[src/rtl/riscv_pkg.sv]
// Shared fetch-stage definitions: FSM state encoding and architectural constants.
// FAULT exists only when FETCH_MISALIGN_TRAP_EN is defined.
package riscv_pkg;

    localparam logic [31:0]  INSN_EBREAK = 32'h00100073;
    localparam int unsigned  PC_STEP     = 4;

    typedef enum logic [1:0] {
        BOOT,
        FETCH,
        HALTED
`ifdef FETCH_MISALIGN_TRAP_EN
        , FAULT
`endif
    } fetch_state_e;

endpackage

[src/rtl/instruction_fetch.sv]
// instruction_fetch: fetch stage. Owns the PC, drives the word address of the
// instruction memory, registers each returned instruction with its PC and hands
// it to decode over a valid/ready handshake. Handles redirects and halts on ebreak.
//
// Ports:
//   clk, reset           clock, synchronous active-high reset
//   imem_addr            word index (pc >> 2) to instruction_memory
//   imem_instruction     combinational read data for imem_addr
//   redirect_valid/_pc   load a new byte-address PC this cycle
//   out_valid/out_ready  handshake towards decode
//   out_instr, out_pc    fetched instruction and its byte address
//   halted               fetch stopped after ebreak
//   fault                misaligned redirect trapped (FETCH_MISALIGN_TRAP_EN only)
//
// Build option: define FETCH_MISALIGN_TRAP_EN to trap misaligned redirect targets
// instead of silently forcing them to word alignment.
module instruction_fetch
    import riscv_pkg::*;
#(
    parameter int unsigned          WORDSIZE         = 64,
    parameter int unsigned          INSTRUCTION_SIZE = 32,
    parameter logic [WORDSIZE-1:0]  RESET_PC         = '0
) (
    input  logic                        clk,
    input  logic                        reset,
    output logic [WORDSIZE-1:0]         imem_addr,
    input  logic [INSTRUCTION_SIZE-1:0] imem_instruction,
    input  logic                        redirect_valid,
    input  logic [WORDSIZE-1:0]         redirect_pc,
    output logic                        out_valid,
    input  logic                        out_ready,
    output logic [INSTRUCTION_SIZE-1:0] out_instr,
    output logic [WORDSIZE-1:0]         out_pc,
    output logic                        halted
`ifdef FETCH_MISALIGN_TRAP_EN
    ,
    output logic                        fault
`endif
);

    fetch_state_e                  state_q, state_d;
    logic [WORDSIZE-1:0]           pc_q, pc_d;
    logic                          out_valid_q, out_valid_d;
    logic [INSTRUCTION_SIZE-1:0]   out_instr_q, out_instr_d;
    logic [WORDSIZE-1:0]           out_pc_q, out_pc_d;
    logic                          halted_q, halted_d;
`ifdef FETCH_MISALIGN_TRAP_EN
    logic                          fault_q, fault_d;
`endif

    logic is_ebreak;
    assign is_ebreak = (imem_instruction == INSTRUCTION_SIZE'(INSN_EBREAK));

    // Next-state logic: redirect wins over everything, then per-state behaviour.
    always_comb begin
        state_d     = state_q;
        pc_d        = pc_q;
        out_valid_d = out_valid_q;
        out_instr_d = out_instr_q;
        out_pc_d    = out_pc_q;

        if (redirect_valid) begin
            // Any pending output is flushed; one consumed this cycle was already taken.
            out_valid_d = 1'b0;
            out_instr_d = '0;
            out_pc_d    = '0;
`ifdef FETCH_MISALIGN_TRAP_EN
            pc_d        = redirect_pc;
            state_d     = (redirect_pc[1:0] != 2'b00) ? FAULT : FETCH;
`else
            pc_d        = redirect_pc & ~WORDSIZE'(3);
            state_d     = FETCH;
`endif
        end else begin
            case (state_q)
                BOOT: begin
                    state_d = FETCH;
                end
                FETCH: begin
                    if (!out_valid_q || out_ready) begin
                        out_valid_d = 1'b1;
                        out_instr_d = imem_instruction;
                        out_pc_d    = pc_q;
                        // PC parks on the ebreak so a later redirect is the only way on.
                        if (is_ebreak) begin
                            state_d = HALTED;
                        end else begin
                            pc_d = pc_q + WORDSIZE'(PC_STEP);
                        end
                    end
                end
                HALTED: begin
                    if (out_valid_q && out_ready) begin
                        out_valid_d = 1'b0;
                    end
                end
`ifdef FETCH_MISALIGN_TRAP_EN
                FAULT: begin
                    out_valid_d = 1'b0;
                end
`endif
                default: begin
                    state_d = BOOT;
                end
            endcase
        end

        halted_d = (state_d == HALTED);
`ifdef FETCH_MISALIGN_TRAP_EN
        fault_d  = (state_d == FAULT);
`endif
    end

    // State and datapath registers.
    always_ff @(posedge clk) begin
        if (reset) begin
            state_q     <= BOOT;
            pc_q        <= RESET_PC;
            out_valid_q <= 1'b0;
            out_instr_q <= '0;
            out_pc_q    <= '0;
            halted_q    <= 1'b0;
`ifdef FETCH_MISALIGN_TRAP_EN
            fault_q     <= 1'b0;
`endif
        end else begin
            state_q     <= state_d;
            pc_q        <= pc_d;
            out_valid_q <= out_valid_d;
            out_instr_q <= out_instr_d;
            out_pc_q    <= out_pc_d;
            halted_q    <= halted_d;
`ifdef FETCH_MISALIGN_TRAP_EN
            fault_q     <= fault_d;
`endif
        end
    end

    assign imem_addr = {2'b00, pc_q[WORDSIZE-1:2]};
    assign out_valid = out_valid_q;
    assign out_instr = out_instr_q;
    assign out_pc    = out_pc_q;
    assign halted    = halted_q;
`ifdef FETCH_MISALIGN_TRAP_EN
    assign fault     = fault_q;
`endif

endmodule

[config.mk]
export PLATFORM = sky130hd
export DESIGN_NAME = instruction_fetch
export DESIGN_NICKNAME = d
export VERILOG_FILES = /design/src/rtl/riscv_pkg.sv /design/src/rtl/instruction_fetch.sv
export SDC_FILE = /design/constraint.sdc
export NUM_CORES = 1
export LEC_CHECK = 0
export BUFFER_PORTS_ARGS = -buffer_cell sky130_fd_sc_hd__buf_4
export CORE_MARGIN = 8
export CORE_UTILIZATION = 51
export DETAILED_ROUTE_END_ITERATION = 8
export PLACE_DENSITY = 0.81
export SLEW_MARGIN = 0
export SYNTH_ARGS = -nofsm -noshare
export SYNTH_HDL_FRONTEND = slang
export SYNTH_SLANG_ARGS = --single-unit
export TNS_END_PERCENT = 1
[constraint.sdc]
create_clock -name clk -period 3.4 [get_ports clk]
set_input_delay 0.85 -clock clk [delete_from_list [all_inputs] [get_ports clk]]
set_output_delay 0.85 -clock clk [all_outputs]
set_load 0.03 [all_outputs]
==> reports/qor.yml <==
hold_class: "flop to flop"
outcome: "completed"
num_rows: 45
numClockSinks: 160
power.density_nw_per_um2: 443
crit_path_end_kind: "flop"
hold_viol: 0
remaining_drc_errors: 0
cts_buffers: 17
synthTopCellsByCount: "nand2_1, dfxtp_1, a21oi_1"
fin_util_pct: 68.8
layout-drive-gt1-share_pct: 25.8
synthFlopType: "dfxtp_1"
grt_pass1_wl_mm: 42.3
comb_power_share_pct: 15.4
first_pass_iters: 5
yosys-top-cells-area: "dfxtp_1, nand2_1, a21oi_1"
cts_tree: "built"
final_cells: 1426
coreArea_um2: 15000
p_seq_share_pct: 45.1
grt_antenna_before_repair: 0
peakVddDrop_mv: 0.361
synthDistinctLibCells: 52
h-tree-depth: 4
wl_mm: 26.1
fillers: 1305
synth_area_leader_cell: "dfxtp_1"
dp_hpwl_mm: 17.8
fmax_ghz: 0.349
cp_max_fo: 18
cts_buffer_depth: 2
place.gp.congestion: 0.878
setup_viol_count_final: 0
swShare_pct: 28.8
internal_power_mw: 3.27
io_buffers: 255
clkPwrFrac_pct: 39.5
track_usage_pct: 26.3
root_buffer: "clkbuf_16"
start_util_pct: 51.5
cts_hold_buf: 0
clk_pin_slew_worst_paths_ns: 0.06
cts_resized: 0
die-area_um2: 19400
cts_setup_buffers: 0
syn_area_per_cell_um2: 7.63
synth_most_common_cell: "nand2_1"
cp_data_arrival_time_ns: 3.16
clock_latency_ns: 0.43
crit_type: "flop to flop"
grt_overflow: 0
ys_warn_count: 0
switching_power_mw: 1.32
synthArstFlopShare_pct: 0
ant_nets: 0
synth_top_cell_area_share_pct: 41.3
ys_seq_area_share_pct: 41.3
min_period_ns: 2.86
die_h_um: 139
finClkSkew_ns: 0.00998
max-cap-violations: 0
required_ns: 3.70
synth_edf_count: 0
dieWidth_um: 139
rsz0062_at_grt: "false"
syn_area_um2: 7750
tightest_slew_ns: 0.757
grt_start_max_net_pins: 121
p_leak_nw: 3.98
drt_first_iter_violations: 723
vias: 8514
diodes: 0
dp.cells: 1394
hold_ws_ns: 0.454
pin_count: 262
drv_slew: 0
slew-limit-headroom_pct: 49.6
critPathLaunchType: "flop"
synth_cells: 1015
ys_ff_latch: 160
wl_per_cell_um: 18.3
grt_pass1_vias: 8115
final_nets: 1326
fin_crit_sh_pct: 84.2
syn_to_final_growth_pct: 33.5
fin_setup_tns_ns: 0
via_per_inst: 5.97
-- cell usage in the layout (no fill, tap or decap), types with 5 or more instances in the layout --
cell / count
a31oi_1: 6
nand2_1: 236
nor4_1: 36
buf_4: 270
nor2_1: 81
inv_1: 18
and4_1: 8
o31ai_1: 22
dfxtp_1: 160
nand3_1: 27
a2111oi_0: 24
o41a_1: 11
o21bai_1: 5
or4_1: 22
nor3b_1: 6
clkbuf_16: 17
and3_1: 12
nor3_1: 9
a21oi_1: 97
or3_1: 13
a311oi_1: 33
nor2b_1: 16
clkbuf_8: 5
nand4_1: 28
o21ai_0: 6
o31a_1: 7
-- final timing paths --
path | slack [ns] | start | endpoint | cells after the start
setup / recovery | 0.54 | pc_q[2] | pc_q[60] | 6
hold / removal | 0.45 | out_pc[34] | out_pc[34] | 2
setup reg to reg | 0.54 | pc_q[2] | pc_q[60] | 6
hold reg to reg | 0.45 | out_pc[34] | out_pc[34] | 2
-- routing by layer --
| layer | routed length [µm] | global-route usage (%) |
|---|---|---|
| met5 | 0 | 0 |
| met4 | 513 | 8.49 |
| met3 | 2270 | 9.06 |
| met2 | 12100 | 42.2 |
| met1 | 11200 | 32.5 |
-- worst max-delay path: stages (launching register included) --
cell and delay, ns:
dfxtp_1 0.33, ha_1 0.25, and3_1 0.33, nand3_1 0.14
or4_1 0.86, o311a_1 0.46, a2111oi_0 0.35
-- power by group through the flow --
| stage | sequential (mW) | combinational [mW] | clock, mW |
|---|---|---|---|
| floorplan | 2.23 | 0.257 | 0 |
| global placement | 2.10 | 0.695 | 0 |
| detailed placement | 2.11 | 0.706 | 0 |
| CTS | 2.06 | 0.708 | 1.82 |
| global route | 2.08 | 0.757 | 1.91 |
| finish | 2.07 | 0.706 | 1.81 |
-- flip-flops by register name (all words and copies together), names as in the netlist --
name and count:
halted 1, out_pc 62, state_q 2, pc_q 62
out_valid 1, out_instr 32
-- logic make-up after synthesis --
logic type                 count (synthesis)  synth area share (%)
AOI/OAI and AO/OA                        224                  20.1
adders and majority gates                  1                 0.161
buffers and inverters                    105                  5.31
DFF                                      160                  41.3
other                                      1                0.0484
and+or+nand+nor                          524                  33.1
-- final cells by class --
cell class	instances	area (µm²)	area share, %
tap	188	235	2.27
multi-input combinational	753	4170	40.3
inverter	19	71.3	0.689
sequential	160	3200	31.0
clock buffer	24	502	4.85
timing repair buffer	274	2110	20.4
clock inverter	8	53.8	0.520
-- metrics by stage --
step	power (mW)	instance area, µm²	setup slack (ns)
global placement	2.80	9790	0.395
detailed placement	2.81	9790	0.337
floorplan	2.49	7760	0.608
CTS	4.60	10300	0.550
finish	4.58	10300	0.537
global route	4.75	10300	0.343
(Power assumes the default switching activity.)
